$ cat src/rtl/iob_nativebridge_slice_pkg.sv
// iob_nativebridge_slice_pkg
// Shared definitions for the native-bridge request slice.
//   skid_state_t  : occupancy of the two-entry request skid buffer
//   PEND_W        : width of the outstanding-read counter (pending_o)
//   pend_at_limit : true when the outstanding-read count has reached a limit
package iob_nativebridge_slice_pkg;

  // EMPTY: nothing buffered; ONE: main entry valid; FULL: main + skid valid
  typedef enum logic [1:0] {
    EMPTY = 2'd0,
    ONE   = 2'd1,
    FULL  = 2'd2
  } skid_state_t;

  // Counter width is fixed so that MAX_PENDING can range up to 15
  localparam int PEND_W = 4;

  function automatic logic pend_at_limit(input logic [PEND_W-1:0] pend,
                                         input int                limit);
    return pend == PEND_W'(limit);
  endfunction

endpackage

$ cat src/rtl/iob_nativebridge_skid.sv
// iob_nativebridge_skid
// Two-entry (main + skid) request buffer between an upstream IOb requester
// and the downstream native bridge. The upstream ready is a register so the
// requester never sees a combinational path from the downstream side.
// Ports:
//   clk, cke, rst          : clock, clock enable, async active-high reset
//   in_valid/addr/wdata/wstrb, in_ready  : upstream request side
//   out_valid/addr/wdata/wstrb           : main entry presented downstream
//   out_pop                : main entry consumed this cycle (handshake)
module iob_nativebridge_skid
  import iob_nativebridge_slice_pkg::*;
#(
  parameter int ADDR_W = 32,
  parameter int DATA_W = 32
) (
  input  logic                clk,
  input  logic                cke,
  input  logic                rst,
  input  logic                in_valid,
  input  logic [ADDR_W-1:0]   in_addr,
  input  logic [DATA_W-1:0]   in_wdata,
  input  logic [DATA_W/8-1:0] in_wstrb,
  output logic                in_ready,
  output logic                out_valid,
  output logic [ADDR_W-1:0]   out_addr,
  output logic [DATA_W-1:0]   out_wdata,
  output logic [DATA_W/8-1:0] out_wstrb,
  input  logic                out_pop
);

  skid_state_t state_q;
  skid_state_t state_d;

  logic [ADDR_W-1:0]   skid_addr;
  logic [DATA_W-1:0]   skid_wdata;
  logic [DATA_W/8-1:0] skid_wstrb;

  logic accept;
  logic pop;
  logic load_main_new;
  logic load_main_skid;
  logic load_skid;

  assign accept    = in_valid & in_ready & cke;
  assign pop       = out_pop & cke & (state_q != EMPTY);
  assign out_valid = (state_q != EMPTY);

  // Next-state decode. A simultaneous accept and pop in ONE refills main
  // directly, which is what lets the slice stream one request per cycle.
  // In FULL the upstream ready is low, so only a pop can happen there.
  always_comb begin
    state_d        = state_q;
    load_main_new  = 1'b0;
    load_main_skid = 1'b0;
    load_skid      = 1'b0;
    unique case (state_q)
      EMPTY: begin
        if (accept) begin
          load_main_new = 1'b1;
          state_d       = ONE;
        end
      end
      ONE: begin
        if (accept && pop) begin
          load_main_new = 1'b1;
        end else if (accept) begin
          load_skid = 1'b1;
          state_d   = FULL;
        end else if (pop) begin
          state_d = EMPTY;
        end
      end
      FULL: begin
        if (pop) begin
          load_main_skid = 1'b1;
          state_d        = ONE;
        end
      end
      default: state_d = EMPTY;
    endcase
  end

  // Ready is registered from the next state so it is already low in the
  // first cycle the buffer is FULL, and stays low for the whole reset.
  always_ff @(posedge clk or posedge rst) begin
    if (rst) begin
      state_q  <= EMPTY;
      in_ready <= 1'b0;
    end else if (cke) begin
      state_q  <= state_d;
      in_ready <= (state_d != FULL);
    end
  end

  // Payload registers; the load strobes already include the clock enable.
  always_ff @(posedge clk or posedge rst) begin
    if (rst) begin
      out_addr   <= '0;
      out_wdata  <= '0;
      out_wstrb  <= '0;
      skid_addr  <= '0;
      skid_wdata <= '0;
      skid_wstrb <= '0;
    end else begin
      if (load_main_new) begin
        out_addr  <= in_addr;
        out_wdata <= in_wdata;
        out_wstrb <= in_wstrb;
      end else if (load_main_skid) begin
        out_addr  <= skid_addr;
        out_wdata <= skid_wdata;
        out_wstrb <= skid_wstrb;
      end
      if (load_skid) begin
        skid_addr  <= in_addr;
        skid_wdata <= in_wdata;
        skid_wstrb <= in_wstrb;
      end
    end
  end

endmodule

$ cat src/rtl/iob_nativebridge_slice.sv
// iob_nativebridge_slice
// Register slice in front of a native bridge: buffers IOb requests in a
// two-entry skid buffer, limits outstanding reads to MAX_PENDING and returns
// read responses upstream. Stray responses (none outstanding) are dropped
// and flagged on err_o.
// Build option: define IOB_NATIVEBRIDGE_SLICE_RSP_REG_EN to register the
// response path (one cycle latency, rdata holds between responses);
// otherwise responses pass straight through.
// Ports:
//   clk_i, cke_i, arst_i             : clock, clock enable, async reset
//   iob_valid_i .. iob_rdata_o       : upstream IOb slave side
//   iob_valid_o .. iob_rdata_i       : downstream side toward the bridge
//   pending_o                        : outstanding read count
//   err_o                            : one-cycle pulse on a stray response
module iob_nativebridge_slice
  import iob_nativebridge_slice_pkg::*;
#(
  parameter int ADDR_W      = 32,
  parameter int DATA_W      = 32,
  parameter int MAX_PENDING = 4
) (
  input  logic                clk_i,
  input  logic                cke_i,
  input  logic                arst_i,
  input  logic                iob_valid_i,
  input  logic [ADDR_W-1:0]   iob_addr_i,
  input  logic [DATA_W-1:0]   iob_wdata_i,
  input  logic [DATA_W/8-1:0] iob_wstrb_i,
  output logic                iob_ready_o,
  output logic                iob_rvalid_o,
  output logic [DATA_W-1:0]   iob_rdata_o,
  output logic                iob_valid_o,
  output logic [ADDR_W-1:0]   iob_addr_o,
  output logic [DATA_W-1:0]   iob_wdata_o,
  output logic [DATA_W/8-1:0] iob_wstrb_o,
  input  logic                iob_ready_i,
  input  logic                iob_rvalid_i,
  input  logic [DATA_W-1:0]   iob_rdata_i,
  output logic [3:0]          pending_o,
  output logic                err_o
);

  logic              main_valid;
  logic              main_is_read;
  logic              read_blocked;
  logic              issue_read;
  logic              rsp_hit;
  logic              rsp_stray;
  logic [PEND_W-1:0] pending_q;
  logic              err_q;

  iob_nativebridge_skid #(
    .ADDR_W(ADDR_W),
    .DATA_W(DATA_W)
  ) u_skid (
    .clk      (clk_i),
    .cke      (cke_i),
    .rst      (arst_i),
    .in_valid (iob_valid_i),
    .in_addr  (iob_addr_i),
    .in_wdata (iob_wdata_i),
    .in_wstrb (iob_wstrb_i),
    .in_ready (iob_ready_o),
    .out_valid(main_valid),
    .out_addr (iob_addr_o),
    .out_wdata(iob_wdata_o),
    .out_wstrb(iob_wstrb_o),
    .out_pop  (iob_valid_o & iob_ready_i)
  );

  // A read at the head is held back while the outstanding window is full;
  // writes never wait on it because they produce no response.
  assign main_is_read = (iob_wstrb_o == '0);
  assign read_blocked = main_is_read & pend_at_limit(pending_q, MAX_PENDING);
  assign iob_valid_o  = main_valid & ~read_blocked;

  assign issue_read = iob_valid_o & iob_ready_i & cke_i & main_is_read;
  assign rsp_hit    = iob_rvalid_i & cke_i & (pending_q != '0);
  assign rsp_stray  = iob_rvalid_i & cke_i & (pending_q == '0);

  // Outstanding-read counter; an issue and a response in the same cycle
  // cancel out. It cannot pass MAX_PENDING because issue is gated above.
  always_ff @(posedge clk_i or posedge arst_i) begin
    if (arst_i) begin
      pending_q <= '0;
    end else if (issue_read && !rsp_hit) begin
      pending_q <= pending_q + 1'b1;
    end else if (rsp_hit && !issue_read) begin
      pending_q <= pending_q - 1'b1;
    end
  end

  // Error flag is registered so it is a clean single-cycle pulse that is
  // guaranteed low during reset regardless of the response inputs.
  always_ff @(posedge clk_i or posedge arst_i) begin
    if (arst_i) begin
      err_q <= 1'b0;
    end else if (cke_i) begin
      err_q <= rsp_stray;
    end
  end

  assign pending_o = pending_q;
  assign err_o     = err_q;

`ifdef IOB_NATIVEBRIDGE_SLICE_RSP_REG_EN
  logic              rvalid_q;
  logic [DATA_W-1:0] rdata_q;

  // Registered response: rdata keeps the last delivered word between hits.
  always_ff @(posedge clk_i or posedge arst_i) begin
    if (arst_i) begin
      rvalid_q <= 1'b0;
      rdata_q  <= '0;
    end else if (cke_i) begin
      rvalid_q <= rsp_hit;
      if (rsp_hit) begin
        rdata_q <= iob_rdata_i;
      end
    end
  end

  assign iob_rvalid_o = rvalid_q;
  assign iob_rdata_o  = rdata_q;
`else
  // Pass-through response; data is forced to zero while reset is held.
  assign iob_rvalid_o = rsp_hit & ~arst_i;
  assign iob_rdata_o  = arst_i ? '0 : iob_rdata_i;
`endif

endmodule

$ cat config.mk
export PLATFORM = sky130hd
export DESIGN_NAME = iob_nativebridge_slice
export DESIGN_NICKNAME = d
export VERILOG_FILES = /design/src/rtl/iob_nativebridge_slice_pkg.sv /design/src/rtl/iob_nativebridge_skid.sv /design/src/rtl/iob_nativebridge_slice.sv
export SDC_FILE = /design/constraint.sdc
export NUM_CORES = 1
export LEC_CHECK = 0
export CORE_ASPECT_RATIO = 0.7
export CORE_MARGIN = 3
export CORE_UTILIZATION = 47
export DETAILED_ROUTE_END_ITERATION = 8
export GPL_TIMING_DRIVEN = 0
export PLACE_DENSITY = 0.81
export SLEW_MARGIN = 0
export SYNTH_ARGS = -nofsm -noshare
export SYNTH_HDL_FRONTEND = slang
export SYNTH_SLANG_ARGS = --single-unit
$ cat constraint.sdc
create_clock -name clk_i -period 5.8 [get_ports clk_i]
set_input_delay 1.16 -clock clk_i [delete_from_list [all_inputs] [get_ports clk_i]]
set_output_delay 1.16 -clock clk_i [all_outputs]
set_load 0.005 [all_outputs]
**Yosys cells after proc, flatten, opt, wreduce, memory -nomap -nowiden**

Cells that the tools add are included.
Widths: inputs -> output; s select.

- Register bits: 144

- Reduce and logical (&&, ||, !) cells: 12
- Mux-type cells: 22
- Bitwise operators: 14
- Eq/ne operators: 4
- Add/sub/neg operators: 2

Operator list:

| cell | number |
|---|---|
| $mux 32 | 5 |
| $mux 4 | 4 |
| $and 1x1->1 | 12 |
| $mux 2 | 5 |
| $logic_not 4->1 | 2 |
| $mux 1 | 6 |
| $pmux 2 s3 | 1 |
| $reduce_bool 2->1 | 3 |
| $add 4x1->4 const B | 1 |
| $eq 4x3->1 const B | 1 |
| $reduce_bool 4->1 | 1 |
| $sub 4x1->4 const B | 1 |
| $logic_and 1x1->1 | 3 |
| $eq 2x1->1 const B | 1 |
| $eq 2x2->1 const B | 1 |
| $logic_not 1->1 | 2 |
| $logic_not 2->1 | 1 |
| $ne 2x2->1 const B | 1 |
| $not 1->1 | 2 |
| $pmux 1 s2 | 1 |

**Longest topological paths before layout**

- Word-level depth: 12
- Gate-level depth with buffers: 10

**Hierarchy**

Synthesis repeated with hierarchy kept, for this count alone.

- Cell total of the unflattened synthesis: 469
- Area, all modules: 6,304.8 sq um

Modules (own cells, without submodules):

| module | sequential area each (sq um) | cells an instance | times used | area an instance (sq um) |
|---|---|---|---|---|
| iob_nativebridge_skid | 3,478.3 | 392 | 1 | 5,690.5 |
| iob_nativebridge_slice | 125.1 | 77 | 1 | 614.3 |

**Least setup slack after synthesis**

Ideal clock, no wire load.

- Path type: input -> register
- From: in cke_i
- To: reg pending_q[3] (netlist: pending_o[3])
- Stages on the path: 9
- Library setup time: 0.080 ns
- Arrival: 2.829 ns
- Path slack: 2.891 ns
- Required time: 5.720 ns
- Buffers on the path: 1
- Cell sequence: clkbuf_1 -> nand3_1 -> ha_1 -> inv_1 -> ha_1 -> a21o_1 -> a21oi_1 -> mux2i_1 -> xnor2_1

- Word-level cells in the longest chain between the ends: 5

RTL lines:

| item | RTL line | source |
|---|---|---|
| start, declared | iob_nativebridge_slice.sv:23 | `input logic cke_i,` |
| $and 1x1->1 (on tied branches) (2 in series) | iob_nativebridge_slice.sv:78, iob_nativebridge_slice.sv:77 |  |
| $logic_not 1->1 (on tied branches) | iob_nativebridge_slice.sv:86, iob_nativebridge_slice.sv:88 |  |
| $logic_and 1x1->1 (on tied branches) | iob_nativebridge_slice.sv:86, iob_nativebridge_slice.sv:88 |  |
| $mux 4 / $reduce_bool 2->1 (equally long branches) | n/a |  |
| end signal, assigned | iob_nativebridge_slice.sv:87 | `pending_q <= pending_q + 1'b1;` |
| end signal, assigned | iob_nativebridge_slice.sv:89 | `pending_q <= pending_q - 1'b1;` |
| end, declared | iob_nativebridge_slice.sv:49 | `logic [PEND_W-1:0] pending_q;` |

Parallel ways exist; a longest one is shown, timed or not.
A chain may end at the register's enable or synchronous reset.

**Final worst setup path**

- From: in cke_i
- To: out iob_rvalid_o

- Word-level cells in the longest chain between the ends: 3

RTL lines:

| item | RTL line | source |
|---|---|---|
| $and 1x1->1 (2 in series) | iob_nativebridge_slice.sv:78 | `assign rsp_hit = iob_rvalid_i & cke_i & (pending_q != '0);` |
| $and 1x1->1 | iob_nativebridge_slice.sv:127 | `assign iob_rvalid_o = rsp_hit & ~arst_i;` |
| end, declared | iob_nativebridge_slice.sv:30 | `output logic iob_rvalid_o,` |

Every way passes these cells.

==> results.md <==
- The critical path data required time is 4640 ps.
- After detailed routing, the number of remaining DRC violations is 0.
- The H-tree was split into 4 levels.
- The CTS tree is yes.
- The effective utilization at floorplan is 0.493.
- The endpoint of the worst register-to-register path is pending_o[3]$_DFFE_PP0P_.
- The worst setup margin is 1770 ps.
- The clock root buffer is sky130_fd_sc_hd__clkbuf_16.
- The worst setup path is captured at a primary output.
- The final cell utilization of the core is 0.716.
- The data arrival at the endpoint of the critical path is 2870 ps.
- The number of routed nets with antenna violations is 0.
- The count of unique library cells instantiated by Yosys is 33.
- The number of placed instances, taps included, is 854.
- Counting every instance in the synthesized netlist gives 455.
- The via count of the first global-routing pass is 4786.
- Measured along the x axis, the die boundary spans 148 um.
- For this block, the initial DRC count from the detailed router was 204.
- The run finished with clean final reports.
- The switching share of total power is 0.271.
- The critical path endpoint is iob_rvalid_o.
- The highest net fanout along the worst path is 10.
- The last weighted congestion value of the routability-driven placer is 0.758.
- The static leakage power is 4.02 nW.
- The average cell area after synthesis is 14.7 sq um.
- The HPWL after detailed placement is 11500 um.
- The kind of launch point of the worst setup path is an input port.
- 0 antenna diodes ended up in the layout.
- The clock insertion delay at the later pin of the skew report is 410 ps.
- The source of the worst hold timing path is u_skid.skid_addr[3]$_DFFE_PP0P_.
- In this run the power spent charging and discharging nets is 1.28 mW.
- The floorplan has 35 rows.
- The initial antenna violation count is 0.
- The filler-free cell count of the finished design is 886.
- The worst voltage drop across the vdd grid is 262 uV.
- The proportion of layout cells with a drive suffix above 1 is 0.368.
- The depth of the most critical reg-to-reg path is 9.
- Clock-pin slew was measured on the worst setup and hold paths at 60 ps.
- The wire length of the first global-routing pass is 25000 um.
- The final global-route overflow total is 0.
- After routing the design area is 0.00968 sq mm.
- The cell internal power dissipation is 3.44 mW.
- The time the worst path needs with I/O delays and setup is 4030 ps.
- The headroom to the max-slew limit is 0.658.
- The cell area that synthesis handed to floorplanning was 0.00667 sq mm.
- The area used by sequential logic in the layout is 0.00360 sq mm.
- The number of maximum-capacitance constraint violations is 0.
- The floorplan step set the die height to 106 um.
- Setup repair after global routing left no endpoint under its margin.
- The buffer levels on the longest clock path is 2.
- The final route contains 4457 vias.
- Pin placement for this block handled 214 I/O pins.
- For this run, the post-layout net count is 798.
- The library cell used most frequently in the layout, excluding fill and tap cells, is sky130_fd_sc_hd__clkdlybuf4s50_1.
- Dividing the detail-routed via count by the number of cells gives 5.03.
- The port buffer count is 213.
- The placeable core area is 0.0135 sq mm.
- The top cell types in the final layout, fill and taps aside, are 213 x sky130_fd_sc_hd__clkdlybuf4s50_1, 196 x sky130_fd_sc_hd__mux2_2, 144 x sky130_fd_sc_hd__dfrtp_1, 32 x sky130_fd_sc_hd__nor2b_1, 17 x sky130_fd_sc_hd__clkbuf_16.
- Hold timing on the final database bottoms out at a slack of 491 ps.
- Counting flops and latches in the post-synthesis netlist gives 144.
- The worst register-to-register path begins at u_skid.out_wstrb[0]$_DFFE_PP0P_.
- The class of the most critical setup path is in2out.
- The die covers 0.0157 sq mm.
- The first detailed-routing pass took 4 iterations.
- During synthesis, Yosys emitted a total of 0 warnings.
- For the final database, setup skew stands at 9.16 ps.
- The number of hold-slack violations in the final timing report is 0.
- In the finished design, the share of the clock period the worst path needs comes to 0.695.
- In this run the cell area measured after placement is 0.00907 sq mm.
- The count of pins over their slew limit is 0.
- The post-place setup slack is 1750 ps.
- The part of the power in the clock network is 0.238.
- The clock net in this run drives a total of 144 sinks.
- At the pin with the least slew margin, the transition time is 514 ps.
- For this block, the routed nets add up to 15500 um of wire.
- The maximum number of pins on one net before global-route repair is 100.
- The class of the tightest hold or removal check is reg2reg.
- The share of total power dissipated in sequential elements is 0.384.
- The post-CTS setup buffer count is 0.
- For this design, the CTS-stage hold fixing added 0 buffers.
- The worst register-to-register path has a setup slack of 3140 ps.
- The number of gates resized after cts is 0.
- Dividing total power by cell area gives a power density of 488 mW/mm^2.
- The start point of the critical path is cke_i.
- Setup violations remaining at the end of the flow were counted as 0.
- For this run, the total global-route usage over all layers was measured as 0.204.
- The average wire per standard cell is 17.4 um.
- Summing all multi-input logic gate instances after layout gives 0.00288 sq mm.
- Compared with the post-synthesis result, the final layout area differs by 45.2%.
- The post-synth net total is 565.
- Of the total power, combinational logic draws 0.379.
- The number of inserted filler cells in the final layout is 909.
- For this run, the top clock speed supported by timing is 248 MHz.
- Counting the buffers created by CTS gives 17.
- For this run, the register share of the synthesized area comes to 0.540.
[power groups by stage]
stage	clock network (mW)	logic (mW)	registers [mW]
finish	1.12	1.79	1.81
CTS	1.15	1.82	1.81
floorplan	0	0.972	1.78
global route	1.20	1.94	1.88
global placement	0	1.75	1.78
detailed placement	0	1.81	1.82
[per-stage QoR]
step / power, mW / setup TNS, ps
final: 4.72 / 0
after global routing: 5.02 / 0
after CTS: 4.79 / 0
after detailed placement: 3.64 / 0
after global placement: 3.53 / -199580
after floorplan: 2.75 / 0
[Yosys cell counts]
cell type,n,share of area
sky130_fd_sc_hd__mux2_2,196,0.33
sky130_fd_sc_hd__o21ai_0,2,0.0015
sky130_fd_sc_hd__nor2b_1,32,0.030
sky130_fd_sc_hd__a2111oi_4,1,0.0041
sky130_fd_sc_hd__buf_6,5,0.0084
sky130_fd_sc_hd__clkbuf_1,6,0.0034
sky130_fd_sc_hd__ha_1,3,0.0056
sky130_fd_sc_hd__and3b_1,1,0.0013
sky130_fd_sc_hd__o22ai_1,1,0.00094
sky130_fd_sc_hd__nor2_1,6,0.0034
sky130_fd_sc_hd__nor4b_1,1,0.0013
sky130_fd_sc_hd__buf_2,13,0.0098
sky130_fd_sc_hd__a21bo_2,1,0.0015
sky130_fd_sc_hd__xnor2_1,3,0.0039
sky130_fd_sc_hd__nor4b_4,1,0.0036
sky130_fd_sc_hd__or4_1,1,0.0011
sky130_fd_sc_hd__nand3_1,1,0.00075
sky130_fd_sc_hd__fa_1,1,0.0030
sky130_fd_sc_hd__a21oi_2,1,0.0013
sky130_fd_sc_hd__a21o_1,1,0.0011
sky130_fd_sc_hd__mux2i_1,2,0.0030
sky130_fd_sc_hd__buf_4,3,0.0034
sky130_fd_sc_hd__nor4_4,1,0.0032
sky130_fd_sc_hd__mux2_1,9,0.015
sky130_fd_sc_hd__inv_1,5,0.0028
sky130_fd_sc_hd__dfrtp_1,144,0.54
sky130_fd_sc_hd__a2111o_1,1,0.0017
sky130_fd_sc_hd__nand2_1,5,0.0028
sky130_fd_sc_hd__nand4b_4,1,0.0036
sky130_fd_sc_hd__nand2b_1,1,0.00094
sky130_fd_sc_hd__a21oi_1,4,0.0030
sky130_fd_sc_hd__o2111ai_1,1,0.0013
sky130_fd_sc_hd__o211ai_2,1,0.0019
[cell families after synthesis]
logic type	count (synthesis)	synth area share
buffers and inverters	32	0.0278
AOI/OAI and AO/OA	14	0.0184
DFF	144	0.540
muxes	207	0.349
xor gates and xnor gates	3	0.00394
adders and majority gates	4	0.00863
and+or+nand+nor	51	0.0520
[layer usage]
metal  GRT usage  wire (um)  up-vias
met1       0.244       6320     2213
met3      0.0670        994       17
met2       0.355       7910      146
met5           0          0        -
li1            -          -     2081
met4      0.0567        234        0
[critical path, stage by stage]
cell and delay (ps):
sky130_fd_sc_hd__clkdlybuf4s50_1 470, sky130_fd_sc_hd__clkbuf_1 400, sky130_fd_sc_hd__nand3_1 200, sky130_fd_sc_hd__nor2_1 120
sky130_fd_sc_hd__clkdlybuf4s50_1 510
[area by class of cell]
| cell class | instances | area share |
|---|---|---|
| Sequential cell | 144 | 0.372 |
| Buffer | 27 | 0.0172 |
| Timing Repair Buffer | 214 | 0.223 |
| Clock buffer | 18 | 0.0453 |
| Tap cell | 185 | 0.0239 |
| Multi-Input combinational cell | 279 | 0.298 |
| Inverter | 5 | 0.00245 |
| Clock inverter | 14 | 0.0185 |
[state kept, by name (all words and copies together) (netlist names)]
register           cells
u_skid.out_addr       32
u_skid.out_wdata      32
err_o                  1
u_skid.skid_wstrb      4
u_skid.state_q         2
u_skid.skid_wdata     32
pending_o              4
u_skid.skid_addr      32
u_skid.out_wstrb       4
u_skid.in_ready        1
[how the worst min path moves through the flow]
stage,to,slack (ps),cells after the start
after floorplan,u_skid.skid_addr[0]$_DFFE_PP0P_,460,1
after global placement,u_skid.skid_addr[3]$_DFFE_PP0P_,470,1
after detailed placement,u_skid.skid_addr[4]$_DFFE_PP0P_,480,1
after CTS,u_skid.skid_addr[4]$_DFFE_PP0P_,500,1
after global routing,u_skid.skid_wstrb[3]$_DFFE_PP0P_,510,1
final,u_skid.skid_addr[3]$_DFFE_PP0P_,490,1
Note: power is estimated with default switching activity, not from simulation.
